===== config.mk =====
export PLATFORM = sky130hd
export DESIGN_NAME = pipeline_hazard_ctrl
export DESIGN_NICKNAME = d
export VERILOG_FILES = /design/src/rtl/pipe_ctrl_pkg.sv /design/src/rtl/pipeline_hazard_ctrl_hazard_detect.sv /design/src/rtl/pipeline_hazard_ctrl.sv
export SDC_FILE = /design/constraint.sdc
export NUM_CORES = 1
export LEC_CHECK = 0
export CORE_MARGIN = 5
export CORE_UTILIZATION = 40
export DETAILED_ROUTE_END_ITERATION = 6
export DONT_BUFFER_PORTS = 1
export PLACE_DENSITY = 0.53
export SYNTH_ARGS = -nofsm -noshare
export SYNTH_HDL_FRONTEND = slang
export SYNTH_SLANG_ARGS = --single-unit
export TNS_END_PERCENT = 10

===== constraint.sdc =====
create_clock -name clk_i -period 1.8 [get_ports clk_i]
set_clock_uncertainty 0.1 [all_clocks]
set_input_delay 0.27 -clock clk_i [delete_from_list [all_inputs] [get_ports clk_i]]
set_output_delay 0.27 -clock clk_i [all_outputs]
set_load 0.01 [all_outputs]

===== src/rtl/pipe_ctrl_pkg.sv =====
// Shared types and constants for the pipeline stall/flush sequencer.
// Holds the FSM state enum, the hard-wired zero register index and the counter width default.
package pipe_ctrl_pkg;

  typedef enum logic [1:0] {
    RUN  = 2'd0,
    HOLD = 2'd1,
    MISS = 2'd2
  } state_e;

  localparam logic [4:0] REG_ZERO      = 5'd0;
  localparam int         CNT_W_DEFAULT = 16;

  // x0 is hard-wired, so a destination of x0 can never create a dependency
  function automatic logic reg_match(input logic [4:0] rd, input logic [4:0] rs);
    return (rd != REG_ZERO) && (rd == rs);
  endfunction

endpackage


===== src/rtl/pipeline_hazard_ctrl_hazard_detect.sv =====
// Combinational hazard classifier for the instruction in ID against the one in EX.
// Produces the load-use, branch-after-ALU and branch-after-load terms.
module hazard_detect
  import pipe_ctrl_pkg::*;
(
  input  logic [4:0] IF_ID_rs1,
  input  logic [4:0] IF_ID_rs2,
  input  logic       ID_is_branch,
  input  logic [4:0] ID_EX_rd,
  input  logic       ID_EX_RegWrite,
  input  logic       ID_EX_MemRead,
  output logic       load_use,
  output logic       br_alu,
  output logic       br_load
);

  logic dep;

  assign dep      = reg_match(ID_EX_rd, IF_ID_rs1) | reg_match(ID_EX_rd, IF_ID_rs2);
  assign load_use = ID_EX_MemRead & dep;
  // ALU results are not forwardable into the ID-stage comparator, so a branch must wait one cycle
  assign br_alu   = ID_is_branch & ID_EX_RegWrite & ~ID_EX_MemRead & dep;
  assign br_load  = ID_is_branch & load_use;

endmodule


===== src/rtl/pipeline_hazard_ctrl.sv =====
// Central stall/flush sequencer: FSM (RUN/HOLD/MISS), prioritised control mux and perf counters.
// Perf counters are built only when PIPE_CTRL_PERF_EN is defined; otherwise they read as zero.
module pipeline_hazard_ctrl
  import pipe_ctrl_pkg::*;
#(
  parameter int CNT_W = CNT_W_DEFAULT
) (
  input  logic             clk_i,
  input  logic             rst_i,
  input  logic [4:0]       IF_ID_rs1_i,
  input  logic [4:0]       IF_ID_rs2_i,
  input  logic             ID_is_branch_i,
  input  logic             branch_taken_i,
  input  logic [4:0]       ID_EX_rd_i,
  input  logic             ID_EX_RegWrite_i,
  input  logic             ID_EX_MemRead_i,
  input  logic             dcache_stall_i,
  output logic             PC_write_o,
  output logic             IF_ID_write_o,
  output logic             IF_ID_flush_o,
  output logic             ID_EX_bubble_o,
  output logic             stall_o,
  output logic [CNT_W-1:0] stall_cnt_o,
  output logic [CNT_W-1:0] bubble_cnt_o,
  output logic [CNT_W-1:0] flush_cnt_o,
  output logic [CNT_W-1:0] miss_cnt_o
);

  state_e state_reg, state_next;
  state_e saved_reg, saved_next;
  state_e eff_state;
  logic   load_use, br_alu, br_load;

  hazard_detect u_hazard_detect (
    .IF_ID_rs1      (IF_ID_rs1_i),
    .IF_ID_rs2      (IF_ID_rs2_i),
    .ID_is_branch   (ID_is_branch_i),
    .ID_EX_rd       (ID_EX_rd_i),
    .ID_EX_RegWrite (ID_EX_RegWrite_i),
    .ID_EX_MemRead  (ID_EX_MemRead_i),
    .load_use       (load_use),
    .br_alu         (br_alu),
    .br_load        (br_load)
  );

  always_ff @(posedge clk_i) begin
    if (rst_i) begin
      state_reg <= RUN;
      saved_reg <= RUN;
    end else begin
      state_reg <= state_next;
      saved_reg <= saved_next;
    end
  end

  // Once the miss releases, act on the saved state in that same cycle: no release bubble
  assign eff_state = (state_reg == MISS) ? saved_reg : state_reg;

  always_comb begin
    state_next     = state_reg;
    saved_next     = saved_reg;
    PC_write_o     = 1'b1;
    IF_ID_write_o  = 1'b1;
    IF_ID_flush_o  = 1'b0;
    ID_EX_bubble_o = 1'b0;
    stall_o        = 1'b0;

    if (dcache_stall_i) begin
      stall_o       = 1'b1;
      PC_write_o    = 1'b0;
      IF_ID_write_o = 1'b0;
      state_next    = MISS;
      if (state_reg != MISS) begin
        // A branch-after-load seen on the entry cycle still owes its HOLD bubble
        saved_next = (state_reg == RUN && br_load) ? HOLD : state_reg;
      end
    end else begin
      case (eff_state)
        HOLD: begin
          PC_write_o     = 1'b0;
          IF_ID_write_o  = 1'b0;
          ID_EX_bubble_o = 1'b1;
          state_next     = RUN;
        end
        default: begin
          state_next = RUN;
          if (load_use || br_alu) begin
            PC_write_o     = 1'b0;
            IF_ID_write_o  = 1'b0;
            ID_EX_bubble_o = 1'b1;
            if (br_load) state_next = HOLD;
          end else if (branch_taken_i) begin
            IF_ID_flush_o = 1'b1;
          end
        end
      endcase
    end

    if (rst_i) begin
      PC_write_o     = 1'b0;
      IF_ID_write_o  = 1'b0;
      IF_ID_flush_o  = 1'b1;
      ID_EX_bubble_o = 1'b1;
      stall_o        = 1'b0;
    end
  end

`ifdef PIPE_CTRL_PERF_EN
  logic [3:0]            cnt_inc;
  logic [3:0][CNT_W-1:0] cnt_val;

  assign cnt_inc = {dcache_stall_i && (state_reg != MISS), IF_ID_flush_o, ID_EX_bubble_o, stall_o};

  for (genvar gi = 0; gi < 4; gi++) begin : g_cnt
    logic [CNT_W-1:0] count_reg;

    // Reset has priority, so forced reset-mode outputs are never counted
    always_ff @(posedge clk_i) begin
      if (rst_i) begin
        count_reg <= '0;
      end else if (cnt_inc[gi] && (count_reg != {CNT_W{1'b1}})) begin
        count_reg <= count_reg + 1'b1;
      end
    end

    assign cnt_val[gi] = count_reg;
  end

  assign stall_cnt_o  = cnt_val[0];
  assign bubble_cnt_o = cnt_val[1];
  assign flush_cnt_o  = cnt_val[2];
  assign miss_cnt_o   = cnt_val[3];
`else
  assign stall_cnt_o  = '0;
  assign bubble_cnt_o = '0;
  assign flush_cnt_o  = '0;
  assign miss_cnt_o   = '0;
`endif

endmodule

== After elaboration in Yosys (flattened, before gate mapping) ==
Index checks and enable logic that the tools add are counted.

* Register bits: 4
* Bits of input ports: 22
* Output and inout port bits: 69
* Word-level logic and storage cells: 45

* Eq/ne operators: 5
* Mux-type cells: 21
* Bitwise operators: 8
* Reductions and logical operators: 8

{| class="wikitable"
|+ Operators with widths
! operator !! number
|-
| two-way mux 1 bit || 18
|-
| == test 5 bit || 2
|-
| two-way mux 2 bit || 3
|-
| AND 1 bit || 5
|-
| nonzero test 5 bit || 1
|-
| OR reduction 4 bit || 1
|-
| logical AND 1 bit || 3
|-
| == test 2 x 1 -> 1 bit, second input constant || 1
|-
| == test 2 bit, second input constant || 1
|-
| zero test 2 bit || 1
|-
| != test 2 bit, second input constant || 1
|-
| inverter 1 bit || 2
|-
| AND reduction 2 bit || 1
|-
| logical OR 1 bit || 1
|-
| OR 1 bit || 1
|}

== Logic depth before layout (Yosys ltp) ==
* Depth after elaboration: 9
* Mapped depth: 6
* Gate-level depth less buffers: 5

== By module ==
From an unflattened synthesis, not the netlist that was laid out.

* Cell total of the unflattened synthesis: 113
* Area, all modules: 858.3 um^2

{| class="wikitable"
|+ By module, submodules not included
! module !! times used !! cells an instance !! area each (um^2)
|-
| pipeline_hazard_ctrl || 1 || 90 || 694.4
|-
| hazard_detect || 1 || 23 || 163.9
|}

== Worst setup path after synthesis ==
Ideal clock, no wire load.

* Path type: in2out
* Start: input IF_ID_rs2_i[2]
* End: output PC_write_o
* Data arrival time: 1.293 ns
* Data required time: 1.430 ns
* Setup slack: 0.137 ns
* Stages: 6
* Buffers on the path: 1
* Cell sequence: xor2_1 > nor3_1 > a32oi_1 > a21oi_2 > a21boi_0 > buf_4

* Word-level cells in the longest chain between the ends: 9
* Elaborated cells on any way between the ends: 10
* Classes of those cells: eq/ne (1); mux (4); bitwise (3); reduce/logical (2)

{| class="wikitable"
|+ RTL lines
! element !! line !! RTL
|-
| start, declared || pipeline_hazard_ctrl.sv:11 || <nowiki>input logic [4:0] IF_ID_rs2_i,</nowiki>
|-
| == test 5 bit (*) || pipe_ctrl_pkg.sv:16 || <nowiki>return (rd != REG_ZERO) && (rd == rs);</nowiki>
|-
| logical AND 1 bit (*) || pipe_ctrl_pkg.sv:16 ||
|-
| OR 1 bit (*) || pipeline_hazard_ctrl_hazard_detect.sv:19 || <nowiki>assign dep = reg_match(ID_EX_rd, IF_ID_rs1) | reg_match(ID_EX_rd, IF_ID_rs2);</nowiki>
|-
| AND 1 bit (on tied branches) || pipeline_hazard_ctrl_hazard_detect.sv:20, pipeline_hazard_ctrl_hazard_detect.sv:22 ||
|-
| logical OR 1 bit (*) || pipeline_hazard_ctrl.sv:87 || <nowiki>if (load_use || br_alu) begin</nowiki>
|-
| two-way mux 1 bit (*) (4 in a row) || -- ||
|-
| end, declared || pipeline_hazard_ctrl.sv:18 || <nowiki>output logic PC_write_o,</nowiki>
|}

Mark *: on every way between the ends. The rest lies on a longest branch, timed or not.

== Final worst setup path ==
* Start: register state_reg[0]
* End: output IF_ID_write_o

* Word-level cells in the longest chain between the ends: 6

{| class="wikitable"
|+ RTL lines
! element !! line !! RTL
|-
| start, declared || pipeline_hazard_ctrl.sv:29 || <nowiki>state_e state_reg, state_next;</nowiki>
|-
| start signal, assigned || pipeline_hazard_ctrl.sv:51 || <nowiki>state_reg <= state_next;</nowiki>
|-
| == test 2 bit || pipeline_hazard_ctrl.sv:57 || <nowiki>assign eff_state = (state_reg == MISS) ? saved_reg : state_reg;</nowiki>
|-
| two-way mux 2 bit (*) || pipeline_hazard_ctrl.sv:57 ||
|-
| == test 2 x 1 -> 1 bit (*) || pipeline_hazard_ctrl.sv:78 || <nowiki>case (eff_state)</nowiki>
|-
| two-way mux 1 bit (*) || pipeline_hazard_ctrl.sv:78 ||
|-
| two-way mux 1 bit (*) || pipeline_hazard_ctrl.sv:68 || <nowiki>if (dcache_stall_i) begin</nowiki>
|-
| two-way mux 1 bit (*) || pipeline_hazard_ctrl.sv:99 || <nowiki>if (rst_i) begin</nowiki>
|-
| end, declared || pipeline_hazard_ctrl.sv:19 || <nowiki>output logic IF_ID_write_o,</nowiki>
|}

Marks and branches as above.

==> results.json <==
{
  "status": "completed",
  "critPathCaptureType": "output pin",
  "cp_slowest_cell": "dfxtp_1",
  "fill_cells": 227,
  "clockRootBuffer": "clkbuf_4",
  "postRouteAntennaNets": 0,
  "io_buffers": 0,
  "post_cts_buffers": 0,
  "maxCapViolCount": 0,
  "critPathLaunchType": "flip-flop",
  "multi_input_area_um2": 499,
  "core_area_mm2": 0.00198,
  "rows": 16,
  "die_x_um": 55.8,
  "ios": 91,
  "synth_area_um2": 841,
  "die_h_um": 55.8,
  "placed_cell_area_um2": 627,
  "grt_pass1_vias": 413,
  "place_congestion": 0.754,
  "rsz0062_at_grt": "false",
  "clock_power_share": 0.333,
  "grt_pass1_wl_mm": 1.91,
  "wl_per_cell_um": 9.89,
  "final_area_um2": 664,
  "synthToLayoutAreaGrowth_pct": -21.0,
  "path_max_fanout": 3,
  "via_count": 523,
  "antenna_found_initial": 0,
  "clock_sinks": 4,
  "slew_viol_final": 0,
  "switchingPower_uw": 125,
  "grt_remaining_overflow": 0,
  "peakVddDrop_mv": 0.317,
  "synth_seq_cells": 4,
  "critPathBufInv": 1,
  "synth_cells": 113,
  "power.density_mw_per_mm2": 480,
  "grt_max_degree": 10,
  "stdcell_count": 142,
  "ys_seq_area_frac": 0.0952,
  "p_leak_uw": 0.000368,
  "dieArea_mm2": 0.00312,
  "setup_viol": 0,
  "final-hold-violation-count": 0,
  "path_clk_slew_ns": 0.04,
  "drcViolationCount": 0,
  "diodes": 0,
  "ys_warn_count": 0,
  "fin_setup_tns_ns": 0,
  "worstSetupPathType": "flip-flop to output pin",
  "internal-power_uw": 194,
  "switching_share": 0.392,
  "crit_path_cell_trace": "nand4bb_1 -> o21ai_1 -> nor3_2 -> a21boi_1 -> buf_4",
  "crit_family": "flip-flops",
  "cts_buffers": 3,
  "whs_ns": 0.0149,
  "layout-drive-gt1-share": 0.0609,
  "power_frac_seq": 0.295,
  "syn_area_per_cell_um2": 7.44,
  "routed_wl_mm": 1.41,
  "cts_tree": "yes",
  "arrival_ns": 1.32,
  "dp.cells": 138,
  "drt_iter0_drc": 9,
  "critPathRequiredTime_ns": 1.43,
  "initial_core_util": 0.424,
  "clk_latency_ns": 0.23,
  "fin_crit_sh": 0.941,
  "synth_cell_types": 20,
  "dr.pass1.iters": 4,
  "clockBufferDepth": 2,
  "hpwl_mm": 1.25,
  "grt_use_total": 0.0765,
  "comb_power_share": 0.371,
  "seq_area_um2": 80.1,
  "cp_slowest_stage_delay_ns": 0.33,
  "post-route-min-period_ns": 1.69,
  "h-tree-depth": 1,
  "routed_via_density": 3.68,
  "max_freq_ghz": 0.591,
  "nets": 139,
  "hp-class": "primary input to flip-flop"
}
## Yosys cell counts
library cell | number | area share
a32oi_1 | 1 | 0.010
and4_1 | 1 | 0.010
a41o_2 | 1 | 0.013
a21oi_2 | 1 | 0.010
xor2_1 | 8 | 0.083
a211oi_1 | 1 | 0.0089
nand4bb_1 | 1 | 0.013
a21boi_0 | 1 | 0.0089
buf_4 | 65 | 0.58
a221o_1 | 1 | 0.012
inv_1 | 3 | 0.013
o21ai_0 | 1 | 0.0059
clkbuf_1 | 1 | 0.0045
nor3_1 | 5 | 0.030
dfxtp_1 | 4 | 0.095
nor2_1 | 9 | 0.040
conb_1 | 1 | 0.0045
a21oi_1 | 5 | 0.030
nand2_1 | 1 | 0.0045
xnor2_1 | 2 | 0.021
## metrics by stage
step | setup WS, ns | utilization | total power, uW
global placement | 0.194 | 0.316 | 205
CTS | 0.0401 | 0.333 | 320
finish | 0.107 | 0.335 | 319
floorplan | 0.137 | - | 304
global route | 0.00565 | 0.335 | 344
detailed placement | 0.204 | 0.316 | 205
## cells by family (layout without fill, tap and decap cells)
kind of cell | count (synthesis) | in the layout | synth area share
buffers and inverters | 69 | 8 | 0.598
other | 1 | 64 | 0.00446
AND/OR/NAND/NOR | 17 | 17 | 0.0982
XOR/XNOR | 10 | 10 | 0.104
AO/OA/AOI/OAI | 12 | 12 | 0.0997
flip-flops | 4 | 4 | 0.0952
## placed cells by master, fill, tap and decap left out, types with 2 or more instances in the layout
| master | Yosys | layout |
|---|---|---|
| xnor2_1 | 2 | 2 |
| nor2_1 | 9 | 9 |
| dfxtp_1 | 4 | 4 |
| conb_1 | 1 | 64 |
| clkbuf_4 | 0 | 3 |
| inv_1 | 3 | 3 |
| a21oi_1 | 5 | 5 |
| xor2_1 | 8 | 8 |
| nor3_1 | 5 | 4 |
## routing by layer
metal  part of all wire  track usage
met1               0.34       0.0821
met2               0.46        0.133
met3               0.19       0.0232
met4              0.015       0.0407
met5                  0            0
## layout make-up
type | count | area share
multi-input cells | 103 | 0.751
flip-flops and latches | 4 | 0.121
well taps | 27 | 0.0508
clock buffers | 3 | 0.0339
repair buffers | 2 | 0.0264
inverters | 3 | 0.0169
## power groups by stage
stage               Combinational (uW)  Sequential (uW)  Clock, uW
floorplan                          209             94.8          0
global placement                   110             95.3          0
detailed placement                 110             95.4          0
CTS                                113             94.1        113
global route                       132             94.4        118
finish                             118             94.2        106
## final timing paths
check	start	endpoint	slack [ns]	cells after the start
setup / recovery	state_reg[0]	IF_ID_write_o	0.11	5
hold / removal	rst_i	saved_reg[1]	0.01	1
setup reg to reg	state_reg[0]	saved_reg[0]	0.64	5
hold reg to reg	saved_reg[1]	saved_reg[1]	0.42	2
## timing repair
action                                  in CTS  in global routing
resized for setup                            2                  1
hold endpoints to repair                     1                  0
endpoints found under the setup margin       2                  2
pin swaps                                    1                  0
hold buffers                                 1                  0
Power figures use the tool's default switching activity.
